<file path="src/rtl/dbg_dump_reader.sv">
// Debug/RAM dump reader: borrows the core data bus through a request/grant pair,
// reads a block of consecutive words and streams them out on a valid/ready port.
module dbg_dump_reader #(
  parameter int CNT_W = 16
) (
  input  logic             clk,
  input  logic             reset,
  input  logic             start,
  input  logic [31:0]      base_addr,
  input  logic [CNT_W-1:0] word_count,
  output logic             busy,
  output logic             done,
  output logic             bus_req,
  input  logic             bus_gnt,
  output logic [31:0]      address,
  output logic [31:0]      write_data,
  output logic [3:0]       write_enable,
  input  logic [31:0]      read_data,
  output logic             out_valid,
  input  logic             out_ready,
  output logic [31:0]      out_data,
  output logic [31:0]      out_addr
);

  typedef enum logic [2:0] {
    S_IDLE,
    S_REQ,
    S_ADDR,
    S_CAPT,
    S_OUT,
    S_FIN
  } state_t;

  state_t           state_q, state_d;
  logic [31:0]      cur_addr_q, cur_addr_d;
  logic [CNT_W-1:0] remaining_q, remaining_d;
  logic [31:0]      address_q, address_d;
  logic [31:0]      out_data_q, out_data_d;
  logic [31:0]      out_addr_q, out_addr_d;

  // Word alignment discards the two low address bits.
  logic unused_base_bits;
  assign unused_base_bits = ^base_addr[1:0];

  always_comb begin
    state_d     = state_q;
    cur_addr_d  = cur_addr_q;
    remaining_d = remaining_q;
    out_data_d  = out_data_q;
    out_addr_d  = out_addr_q;

    case (state_q)
      S_IDLE: begin
        if (start) begin
          cur_addr_d  = {base_addr[31:2], 2'b00};
          remaining_d = word_count;
          state_d     = (word_count == '0) ? S_FIN : S_REQ;
        end
      end
      S_REQ: begin
        if (bus_gnt) state_d = S_ADDR;
      end
      S_ADDR: begin
        state_d = bus_gnt ? S_CAPT : S_REQ;
      end
      S_CAPT: begin
        // Address has been stable for two cycles, so both registered RAM data
        // and combinational MMIO data are valid here.
        if (bus_gnt) begin
          out_data_d = read_data;
          out_addr_d = cur_addr_q;
          state_d    = S_OUT;
        end else begin
          state_d = S_REQ;
        end
      end
      S_OUT: begin
        if (out_ready) begin
          remaining_d = remaining_q - CNT_W'(1);
          cur_addr_d  = cur_addr_q + 32'd4;
          if (remaining_d == '0) state_d = S_FIN;
          else if (bus_gnt)      state_d = S_ADDR;
          else                   state_d = S_REQ;
        end
      end
      S_FIN: begin
        state_d = S_IDLE;
      end
      default: begin
        state_d = S_IDLE;
      end
    endcase

    // The bus address is loaded on entry to ADDR and held everywhere else.
    address_d = (state_d == S_ADDR) ? cur_addr_d : address_q;
  end

  always_ff @(posedge clk or posedge reset) begin
    if (reset) begin
      state_q     <= S_IDLE;
      cur_addr_q  <= '0;
      remaining_q <= '0;
      address_q   <= '0;
      out_data_q  <= '0;
      out_addr_q  <= '0;
    end else begin
      state_q     <= state_d;
      cur_addr_q  <= cur_addr_d;
      remaining_q <= remaining_d;
      address_q   <= address_d;
      out_data_q  <= out_data_d;
      out_addr_q  <= out_addr_d;
    end
  end

  assign busy         = (state_q != S_IDLE);
  assign done         = (state_q == S_FIN);
  assign bus_req      = (state_q == S_REQ) || (state_q == S_ADDR) ||
                        (state_q == S_CAPT) || (state_q == S_OUT);
  assign out_valid    = (state_q == S_OUT);
  assign address      = address_q;
  assign write_data   = '0;
  assign write_enable = '0;
  assign out_data     = out_data_q;
  assign out_addr     = out_addr_q;

endmodule
</file>
<file path="config.mk">
export PLATFORM = sky130hd
export DESIGN_NAME = dbg_dump_reader
export DESIGN_NICKNAME = d
export VERILOG_FILES = /design/src/rtl/dbg_dump_reader.sv
export SDC_FILE = /design/constraint.sdc
export NUM_CORES = 1
export LEC_CHECK = 0
export BUFFER_PORTS_ARGS = -buffer_cell sky130_fd_sc_hd__buf_4
export CAP_MARGIN = 20
export CORE_ASPECT_RATIO = 0.6
export CORE_MARGIN = 2
export CORE_UTILIZATION = 52
export CTS_CLUSTER_SIZE = 40
export DETAILED_ROUTE_END_ITERATION = 8
export GPL_TIMING_DRIVEN = 0
export PLACE_DENSITY = 0.8
export SETUP_SLACK_MARGIN = 0.3
export SLEW_MARGIN = 10
export SYNTH_ARGS = -nofsm -noshare
export SYNTH_HDL_FRONTEND = slang
export SYNTH_SLANG_ARGS = --single-unit
</file>
<file path="constraint.sdc">
create_clock -name clk -period 6.05 [get_ports clk]
set_clock_uncertainty 0.05 [all_clocks]
set_input_delay 0.3025 -clock clk [delete_from_list [all_inputs] [get_ports clk]]
set_output_delay 0.3025 -clock clk [all_outputs]
set_load 0.01 [all_outputs]
</file>
==> metrics.md, run 1 <==
| Metric | Value |
|---|---|
| Relative slew slack | 49.8% |
| Root buf cell | clkbuf_16 |
| Core area | 13,700 sq um |
| CTS tree | yes |
| Row count | 33 |
| Tightest Hold Check Type | in -> reg |
| Vias in the first global route | 6,046 |
| Pins Over Slew Limit | 0 |
| IO Port Bufs | 181 |
| Worst hold margin | 0.0553 ns |
| VDD IR-drop max | 258 uV |
| Most frequent cells in the layout | buf_4, dfrtp_1, mux2_2 |
| Final instance area | 9770 sq um |
| First-pass GRT wire length | 31,900 um |
| Commonest non-fill, non-tap cell in the layout | buf_4 |
| Total CTS buffers | 17 |
| Die area | 15,200 sq um |
| Top FF cell, synth | dfrtp_1 |
| CP dominant cell by count | clkbuf_1 |
| Required time of the critical path | 5.70 ns |
| Worst Path Arrival | 3.05 ns |
| Post-route DRC violation count | 0 |
| DIE WIDTH | 158 um |
| Slowest stage delay, CP | 0.45 ns |
| GRT Util Overall | 27.8% |
| Synthesis warning total | 0 |
| DR WL/cell | 18.3 um |
| Max clock buf depth | 2 |
| Final Hold Viols | 0 |
| Largest net degree at the start of global routing | 120 |
| Leakage | 4.56 nW |
| Slew @ Worst Pin | 0.754 ns |
| Seq/Total Area, Yosys | 49.8% |
| Endpoints failing setup | 0 |
| Clk_lat worst skew | 0.42 ns |
| Final wirelength | 20,600 um |
| N_diodes | 0 |
| Critical path cell sequence | clkbuf_1 -> nor2_1 -> nand2_1 -> clkinv_1 -> clkbuf_1 -> buf_1 -> buf_4 |
| CP max stage cell | clkbuf_1 |
| Avg Cell Area, Syn | 10.8 sq um |
| Highest Clock Rate | 294 MHz |
| Initial Utilization | 53.7% |
| EDFF count, synth | 0 |
| GPL Wtd Cong | 0.983 |
| Grt ovf | 0 |
| Async S/R FF share, synth | 100% |
| CTS Sinks | 147 |
| Yosys reg bits | 147 |
| CP Buf/Inv Count | 5 |
| Die height | 96.3 um |
| CP delay by family, top | buffers and inverters |
| Crit Path Category | reg -> out |
| Via count | 6,294 |
| CP max FO | 10 |
| Setup TNS | 0 ns |
| Initial antenna violation count | 0 |
| DRT Pass-1 Iters | 5 |
| Fin crit period | 3.41 ns |
| Placed instance area | 9150 sq um |
| Fraction of the cycle the final worst path needs | 56.3% |
| Clock transition at the registers of the reported paths | 0.07 ns |
| Maximum Capacitance Violations | 0 |
| # IOs | 221 |
| Via-to-Cell Ratio | 5.59 |
| Cell count after synthesis | 684 |
| H-tree depth | 4 |
| RSZ-0062 raised after global routing | false |
| CP endpoint kind | primary output |
| Count of different cell masters after synthesis | 55 |
| PwrDens | 523 nW/um^2 |
| DRT iter0 DRCs | 561 |
| Layout Utilization | 71.1% |
| NumNets Final | 1,009 |
| Post-Syn Area | 7380 sq um |
| Outcome | completed |
| Total power draw | 5.11 mW |
| Share of cells above drive strength 1 | 39.2% |
| Antenna Nets Post-Route | 0 |
| Area Growth Syn to Fin | 32.3% |
| Fillers | 1,052 |
| Startpoint types | flip-flop |
| DPL Wire Length | 14,900 um |
-- path summary, 6_finish.rpt --
| kind | to | slack [ns] | start | depth (start not counted) |
|---|---|---|---|---|
| setup / recovery | out_valid | 2.64 | state_q[0] | 7 |
| hold / removal | out_data[10] | 0.06 | read_data[10] | 2 |
| setup reg to reg | remaining_q[14] | 3.14 | state_q[0] | 9 |
| hold reg to reg | remaining_q[12] | 0.44 | remaining_q[12] | 2 |
| max in group asynchronous | cur_addr_q[4] | 4.79 | reset | 4 |
| min in group asynchronous | out_data[9] | 0.32 | reset | 3 |
-- power breakdown --
part,switching [mW],total (mW),internal [mW]
Combinational,1.07,2.19,1.12
Sequential,0.392,1.83,1.44
Clock,0.463,1.09,0.630
Total,1.93,5.11,3.18
-- routing by layer --
metal	part of all wire, %	vias to the layer above	track usage (%)
li1	-	2876	-
met1	44	3005	39.6
met2	42	384	39.8
met3	12	29	10.1
met4	1.3	0	8.26
met5	0	-	0
-- cell usage after synthesis, types with 2 or more instances --
cell / n / area (sq um)
a211oi_1: 6 / 45.0
a21o_1: 2 / 15.0
a21oi_1: 50 / 250
a22oi_1: 6 / 45.0
a311oi_1: 5 / 43.8
a32oi_1: 3 / 26.3
and2_1: 3 / 18.8
and2b_1: 2 / 15.0
and3_1: 5 / 31.3
and4_1: 5 / 43.8
buf_1: 4 / 15.0
buf_12: 3 / 60.1
buf_2: 3 / 15.0
buf_4: 36 / 270
clkbuf_1: 32 / 120
dfrtp_1: 147 / 3680
ha_1: 3 / 37.5
inv_1: 7 / 26.3
mux2_2: 65 / 732
mux2_4: 30 / 450
mux2i_1: 4 / 40.0
nand2_1: 39 / 146
nand2_2: 2 / 12.5
nand2b_1: 5 / 31.3
nand3_1: 27 / 135
nand4_1: 9 / 56.3
nor2_1: 63 / 236
nor3_1: 12 / 60.1
nor3_2: 4 / 40.0
nor3b_1: 2 / 15.0
nor4_1: 4 / 25.0
o211ai_1: 7 / 52.6
o21ai_0: 33 / 165
o22ai_1: 22 / 138
o311ai_0: 6 / 52.6
or2_1: 2 / 12.5
or3_1: 4 / 25.0
xnor2_1: 4 / 35.0
xor2_1: 2 / 17.5
-- cell type report --
cell class | count | area, sq um | area share, %
Clock inverter | 15 | 185 | 1.90
Inverter | 8 | 37.5 | 0.384
Clock buffer | 17 | 425 | 4.35
Timing Repair Buffer | 183 | 1400 | 14.3
Multi-Input combinational cell | 486 | 3330 | 34.1
Sequential cell | 147 | 3680 | 37.6
Tap cell | 192 | 240 | 2.46
Buffer | 78 | 480 | 4.92
-- flip-flops by register name, summed over array words and instances (netlist names) --
signal and cells:
state_q 3, remaining_q 16, address 32, out_addr 32, out_data 32, cur_addr_q 32
-- timing repair --
item / 4_1_cts / 5_1_grt
hold buffers: 1 / 0
hold endpoints to repair: 28 / 0
resized for setup: 0 / 0
buffers inserted: 0 / 0
-- worst register-to-register path: stages (launching register included) --
cell	delay, ns
dfrtp_1	0.36
clkbuf_1	0.18
nor2_1	0.40
nand2_1	0.28
clkinv_1	0.30
clkbuf_1	0.46
buf_1	0.45
nand2_1	0.09
a21oi_1	0.16
a21oi_1	0.05
-- metrics by stage --
stage	setup WS [ns]	cells
global route	2.51	1126
floorplan	1.75	719
global placement	0.169	1092
detailed placement	3.21	1093
finish	2.64	1126
CTS	2.75	1126
-- kinds of logic after synthesis --
| kind of cell | after synthesis | synth area share, % |
|---|---|---|
| muxes | 99 | 16.6 |
| buffers and inverters | 86 | 6.91 |
| DFF | 147 | 49.8 |
| AOI/OAI and AO/OA | 146 | 12.1 |
| adders and majority gates | 3 | 0.508 |
| other | 1 | 0.0508 |
| and+or+nand+nor | 196 | 13.3 |
| xor gates and xnor gates | 6 | 0.712 |
Note: power is estimated with default switching activity, not from simulation.
==> run 2, diff against run 1 <==
--- a/config.mk
+++ b/config.mk
@@ -9,11 +9,11 @@
 export CAP_MARGIN = 20
 export CORE_ASPECT_RATIO = 0.6
 export CORE_MARGIN = 2
-export CORE_UTILIZATION = 52
+export CORE_UTILIZATION = 47
 export CTS_CLUSTER_SIZE = 40
 export DETAILED_ROUTE_END_ITERATION = 8
 export GPL_TIMING_DRIVEN = 0
-export PLACE_DENSITY = 0.8
+export PLACE_DENSITY = 0.77
 export SETUP_SLACK_MARGIN = 0.3
 export SLEW_MARGIN = 10
 export SYNTH_ARGS = -nofsm -noshare
==> constraint.sdc (replaced) <==
create_clock -name clk -period 3.1 [get_ports clk]
set_clock_uncertainty 0.05 [all_clocks]
set_input_delay 0.155 -clock clk [delete_from_list [all_inputs] [get_ports clk]]
set_output_delay 0.155 -clock clk [all_outputs]
set_load 0.01 [all_outputs]
==> metrics.md, run 2 (synthesis results as in run 1) <==
| Metric | Value |
|---|---|
| H-tree depth | 4 (unchanged) |
| Maximum Capacitance Violations | 0 (unchanged) |
| Total power draw | 10.1 mW (+97%) |
| Reg area | 3680 sq um (about the same) |
| Max clock buf depth | 2 (unchanged) |
| DIE WIDTH | 166 um (+5.1%) |
| Fraction of the cycle the final worst path needs | 87.3% |
| Initial antenna violation count | 0 (unchanged) |
| Outcome | completed |
| RSZ-0062 raised after global routing | true |
| CP delay by family, top | simple AND/OR/NAND/NOR gates |
| Critical path cell sequence | inv_1 -> ha_4 -> or4b_4 -> nor2_4 -> nand2_2 -> o22ai_2 -> and4_4 -> o22ai_4 -> buf_12 -> buf_12 -> mux2_4 |
| N_diodes | 0 (unchanged) |
| Via-to-Cell Ratio | 5.46 (-2.3%) |
| DRT Pass-1 Iters | 5 (unchanged) |
| Pins Over Slew Limit | 0 (unchanged) |
| Crit Path Category | reg -> reg |
| Worst setup margin | 0.393 ns (-2.25 ns) |
| GRT Util Overall | 26.2% (-1.7 points) |
| Multi-input logic area | 3360 sq um (+0.90%) |
| DP Worst Slack | 0.252 ns (-2.95 ns) |
| Largest net degree at the start of global routing | 38 (-68%) |
| Relative slew slack | 52.2% (+2.4 points) |
| Setup TNS | 0 ns (unchanged) |
| Startpoint types | flip-flop |
| Die height | 101 um (+5.0%) |
| Highest Clock Rate | 369 MHz |
| Endpoints failing setup | 0 (unchanged) |
| Core area | 15,400 sq um (+12%) |
| Clk_lat worst skew | 0.41 ns (about the same) |
| Fillers | 1,156 (+9.9%) |
| DPL Wire Length | 15,700 um (+5.8%) |
| Fin crit period | 2.71 ns |
| CTS Sinks | 147 (unchanged) |
| Via count | 6,491 (+3.1%) |
| CP endpoint kind | flip-flop |
| Worst Path Arrival | 2.95 ns (-0.10 ns) |
| Initial Utilization | 48.0% (-5.7 points) |
| Slew @ Worst Pin | 0.718 ns (-0.0360 ns) |
| Antenna Nets Post-Route | 0 (unchanged) |
| Area Growth Syn to Fin | 40.0% |
| DRT iter0 DRCs | 776 (+38%) |
| Tightest Hold Check Type | in -> reg |
| Die area | 16,800 sq um (+10%) |
| Root buf cell | clkbuf_16 |
| CTS tree | yes |
| Commonest non-fill, non-tap cell in the layout | buf_4 |
| First-pass GRT wire length | 34,400 um (+7.7%) |
| Required time of the critical path | 3.34 ns (-2.36 ns) |
| GPL Wtd Cong | 0.911 (-7.3%) |
| CP dominant cell by count | buf_12 |
| # IOs | 221 (unchanged) |
| Final wirelength | 22,000 um (+7.2%) |
| Row count | 35 (+6.1%) |
| Grt ovf | 0 (unchanged) |
| DR WL/cell | 18.5 um (+1.6%) |
| Most frequent cells in the layout | buf_4, dfrtp_1, mux2_2 |
| NumNets Final | 1,060 (+5.1%) |
| CP Buf/Inv Count | 3 (-2) |
| Vias in the first global route | 6,239 (+3.2%) |
| Slowest stage delay, CP | 0.50 ns (+0.05 ns) |
| Final Hold Viols | 0 (unchanged) |
| CP max FO | 10 (unchanged) |
| Post-route DRC violation count | 0 (unchanged) |
| IO Port Bufs | 181 (unchanged) |
| Total CTS buffers | 17 (unchanged) |
| Leakage | 4.80 nW (+5.3%) |
| PwrDens | 973 nW/um^2 (+86%) |
| Share of cells above drive strength 1 | 39.2% (about the same) |
| VDD IR-drop max | 527 uV (+100%) |
| CP max stage cell | or4b_4 |
| Clock transition at the registers of the reported paths | 0.07 ns (about the same) |
## run 2: changes by cell type in the layout (fill, tap and decap cells not counted), moves of 2 or more
| cell | delta |
|---|---|
| dlygate4sd3_1 | +42 |
| buf_12 | +6 |
| clkbuf_2 | +6 |
| inv_8 | -6 |
| buf_4 | +4 |
| clkinvlp_4 | +4 |
| clkbuf_1 | -3 |
| ha_1 | -2 |
| o311ai_0 | -2 |
| o311ai_1 | +2 |
## run 2: cell type report
type / instances / share of cell area, %
Multi-Input combinational cell: 486 / 32.5
Timing Repair Buffer: 234 / 18.8
Clock inverter: 12 / 1.39
Sequential cell: 147 / 35.6
Tap cell: 203 / 2.46
Buffer: 78 / 4.73
Inverter: 8 / 0.363
Clock buffer: 20 / 4.22
## run 2: through the flow
| step | cells | hold WS (ns) | area [sq um] | util, % |
|---|---|---|---|---|
| 2_1_floorplan | 719 | 0.234 | 7520 | - |
| 3_3_place_gp | 1103 | 0.337 | 9130 | 59.4 |
| 3_5_place_dp | 1107 | 0.152 | 9210 | 59.9 |
| 4_1_cts | 1183 | 0.00747 | 10300 | 66.7 |
| 5_1_grt | 1188 | 0.0339 | 10300 | 67.3 |
| 6_report | 1188 | 0.0173 | 10300 | 67.3 |
## run 2: worst paths after layout
| kind | depth (start not counted) | endpoint | from | slack, ns |
|---|---|---|---|---|
| worst max-delay path | 11 | address[24] | remaining_q[0] | 0.39 |
| worst min-delay path | 3 | remaining_q[4] | word_count[4] | 0.02 |
| worst max register to register | 11 | address[24] | remaining_q[0] | 0.39 |
| worst min register to register | 2 | remaining_q[12] | remaining_q[12] | 0.45 |
| max in group asynchronous | 5 | out_addr[14] | reset | 1.94 |
| min in group asynchronous | 3 | out_data[28] | reset | 0.30 |
## run 2: report_power, final
part	switching, mW	internal (mW)	total (mW)
registers	0.768	2.81	3.58
clock network	0.846	1.20	2.05
logic	2.14	2.29	4.43
total	3.76	6.30	10.1
## run 2: timing repair
action / 4_1_cts / 5_1_grt
hold buffers: 42 / 1
setup buffers: 2 / 4
gates resized for setup: 4 / 18
endpoints found under the setup margin: 44 / 74
pin swaps: 1 / 1
endpoints found under the hold margin: 58 / 1
## run 2: layer usage
metal	track usage [%]	vias up	share of wire, %
met5	0	-	0
met4	4.95	0	1.2
met3	7.07	28	9.1
met2	38.9	362	43
met1	38.8	3119	47
li1	-	2982	-
## run 2: worst register-to-register path: cells and delay by family, from the launching register on
kind,cells,cell delay [ns]
adders and majority gates,1,0.16
and+or+nand+nor,4,1.00
AOI/OAI and AO/OA,2,0.22
DFF,1,0.44
buffers and inverters,3,0.41
muxes,1,0.31
==> run 3, diff against run 2 <==
--- a/config.mk
+++ b/config.mk
@@ -9,11 +9,11 @@
 export CAP_MARGIN = 20
 export CORE_ASPECT_RATIO = 0.6
 export CORE_MARGIN = 2
-export CORE_UTILIZATION = 47
+export CORE_UTILIZATION = 52
 export CTS_CLUSTER_SIZE = 40
 export DETAILED_ROUTE_END_ITERATION = 8
 export GPL_TIMING_DRIVEN = 0
-export PLACE_DENSITY = 0.77
+export PLACE_DENSITY = 0.8
 export SETUP_SLACK_MARGIN = 0.3
 export SLEW_MARGIN = 10
 export SYNTH_ARGS = -nofsm -noshare
==> constraint.sdc (replaced) <==
create_clock -name clk -period 2.6 [get_ports clk]
set_clock_uncertainty 0.05 [all_clocks]
set_input_delay 0.13 -clock clk [delete_from_list [all_inputs] [get_ports clk]]
set_output_delay 0.13 -clock clk [all_outputs]
set_load 0.01 [all_outputs]
==> metrics.md, run 3 (synthesis results as in run 1) <==
| Metric | Value |
|---|---|
| Grt ovf | 0 (unchanged) |
| Endpoints failing setup | 0 (unchanged) |
| Final instance area | 10,700 sq um (+3.1%) |
| RSZ-0062 raised after global routing | true |
| N_diodes | 0 (unchanged) |
| Worst hold margin | 0.00301 ns (-0.0143 ns) |
| Fin cells | 1,197 (+0.76%) |
| Outcome | completed |
| Antenna Nets Post-Route | 0 (unchanged) |
| R2R cell count | 11 (unchanged) |
| Highest Clock Rate | 385 MHz (+4.1%) |
| Crit Path Category | reg -> reg |
| Hold_sp | word_count[14] |
| CP endpoint kind | flip-flop |
| Clk_lat worst skew | 0.42 ns (about the same) |
| Worst setup margin | 0.000666 ns (-0.392 ns) |
| Most frequent cells in the layout | buf_4, dfrtp_1, mux2_2 |
| Total power draw | 12.4 mW (+24%) |
| Clock transition at the registers of the reported paths | 0.07 ns (about the same) |
| GPL Wtd Cong | 0.993 (+9.1%) |
| Worst flop-to-flop path startpoint | remaining_q[1] |
| DRT iter0 DRCs | 652 (-16%) |
| IO Port Bufs | 181 (unchanged) |
| PwrDens | 1170 nW/um^2 (+20%) |
| DIE WIDTH | 158 um (-4.8%) |
| Slowest stage delay, CP | 0.50 ns (about the same) |
| FF-to-FF End | address[22] |
| Cells on Worst Hold Path | 3 (unchanged) |
| Reg2reg setup slack | 0.0007 ns (-0.39 ns) |
| Placed instance area | 9180 sq um (-0.34%) |
| Startpoint types | flip-flop |
| Hold endpoint | remaining_q[14] |
| H-tree depth | 4 (unchanged) |
| DRT Pass-1 Iters | 6 (+1) |
| Relative slew slack | 46.2% (-6.0 points) |
| Initial Utilization | 53.7% (+5.7 points) |
| CP max FO | 6 (-4) |
| Root buf cell | clkbuf_16 |
| # IOs | 221 (unchanged) |
| CP delay by family, top | simple AND/OR/NAND/NOR gates |
| Total CTS buffers | 17 (unchanged) |
| Share of cells above drive strength 1 | 42.0% (+2.8 points) |
| DP Worst Slack | -0.220 ns (-0.472 ns) |
| Pins Over Slew Limit | 0 (unchanged) |
| Final Hold Viols | 0 (unchanged) |
| Commonest non-fill, non-tap cell in the layout | buf_4 |
| Max clock buf depth | 2 (unchanged) |
| Maximum Capacitance Violations | 0 (unchanged) |
| Area Growth Syn to Fin | 44.3% |
| Setup TNS | 0 ns (unchanged) |
| Layout Utilization | 77.5% (+10 points) |
| CP Buf/Inv Count | 3 (unchanged) |
| NumNets Final | 1,080 (+1.9%) |
| Core area | 13,700 sq um (-11%) |
| CTS tree | yes |
| CTS Sinks | 147 (unchanged) |
| VDD IR-drop max | 660 uV (+25%) |
| Vias in the first global route | 6,372 (+2.1%) |
| Critical path cell sequence | inv_2 -> ha_4 -> or4b_4 -> xor2_1 -> nand2_1 -> o22ai_1 -> and4_4 -> o22ai_4 -> buf_12 -> clkbuf_16 -> mux2_4 |
| Largest net degree at the start of global routing | 40 (+5.3%) |
| Final wirelength | 22,800 um (+3.4%) |
| Post-route DRC violation count | 0 (unchanged) |
| Via-to-Cell Ratio | 5.65 (+3.4%) |
| Row count | 33 (-5.7%) |
| GRT Util Overall | 29.4% (+3.2 points) |
| Required time of the critical path | 2.85 ns (-0.49 ns) |
| Die area | 15,200 sq um (-9.3%) |
| Fraction of the cycle the final worst path needs | 100% (+13 points) |
| Tightest Hold Check Type | in -> reg |
| Placed cells | 1,095 (-1.1%) |
| DR WL/cell | 19.0 um (+2.6%) |
| DPL Wire Length | 15,200 um (-3.1%) |
| Fin crit period | 2.60 ns (-0.108 ns) |
| Slew @ Worst Pin | 0.805 ns (+0.0878 ns) |
| Via count | 6,762 (+4.2%) |
| Initial antenna violation count | 0 (unchanged) |
| Fillers | 868 (-25%) |
| Leakage | 5.01 nW (+4.3%) |
| First-pass GRT wire length | 33,800 um (-1.8%) |
| CP max stage cell | or4b_4 |
| Die height | 96.3 um (-4.7%) |
| Worst Path Arrival | 2.85 ns (-0.10 ns) |
==> run 3: area by class of cell <==
cell class	count	area, sq um	share of cell area [%]
Timing Repair Buffer	255	2140	20.0
Sequential cell	147	3680	34.5
Clock inverter	13	175	1.64
Buffer	77	504	4.73
Tap cell	192	240	2.25
Clock buffer	19	443	4.16
Multi-Input combinational cell	486	3440	32.3
Inverter	8	38.8	0.364
==> run 3: report_power, final <==
| group | internal (mW) | total (mW) | switching, mW |
|---|---|---|---|
| sequential | 3.35 | 4.30 | 0.948 |
| combinational | 2.88 | 5.55 | 2.67 |
| clock | 1.55 | 2.58 | 1.03 |
| total | 7.79 | 12.4 | 4.64 |
==> run 3: worst min-delay path: stages <==
cell     delay, ns
buf_4         0.09
o22ai_1       0.07
a21oi_1       0.14
==> run 3: worst max-delay path by stage <==
| stage | startpoint | end | slack [ns] | depth (start not counted) |
|---|---|---|---|---|
| 2_1_floorplan | remaining_q[0] | address[0] | 0.10 | 10 |
| 3_3_place_gp | reset | out_data[16] | -0.32 | 2 |
| 3_5_place_dp | state_q[0] | remaining_q[10] | -0.22 | 10 |
| 4_1_cts | remaining_q[1] | address[23] | -0.001 | 11 |
| 5_1_grt | remaining_q[1] | address[22] | -0.06 | 11 |
| 6_report | remaining_q[1] | address[22] | 0.0007 | 11 |
==> run 3: timing repair <==
item                                    CTS  global route
gates cloned                              0             2
pin swaps                                 9            10
endpoints found under the setup margin  103            82
resized for setup                        31            31
hold endpoints to repair                 90             0
hold buffers                             53             0
buffers inserted                          7             9
==> run 3: routing by layer <==
| layer | GRT usage [%] | vias to the layer above | wire, um |
|---|---|---|---|
| met5 | 0 | - | 0 |
| met4 | 8.03 | 0 | 494 |
| met3 | 10.5 | 60 | 2800 |
| met2 | 44.3 | 460 | 9780 |
| met1 | 40.4 | 3213 | 9690 |
| li1 | - | 3029 | - |
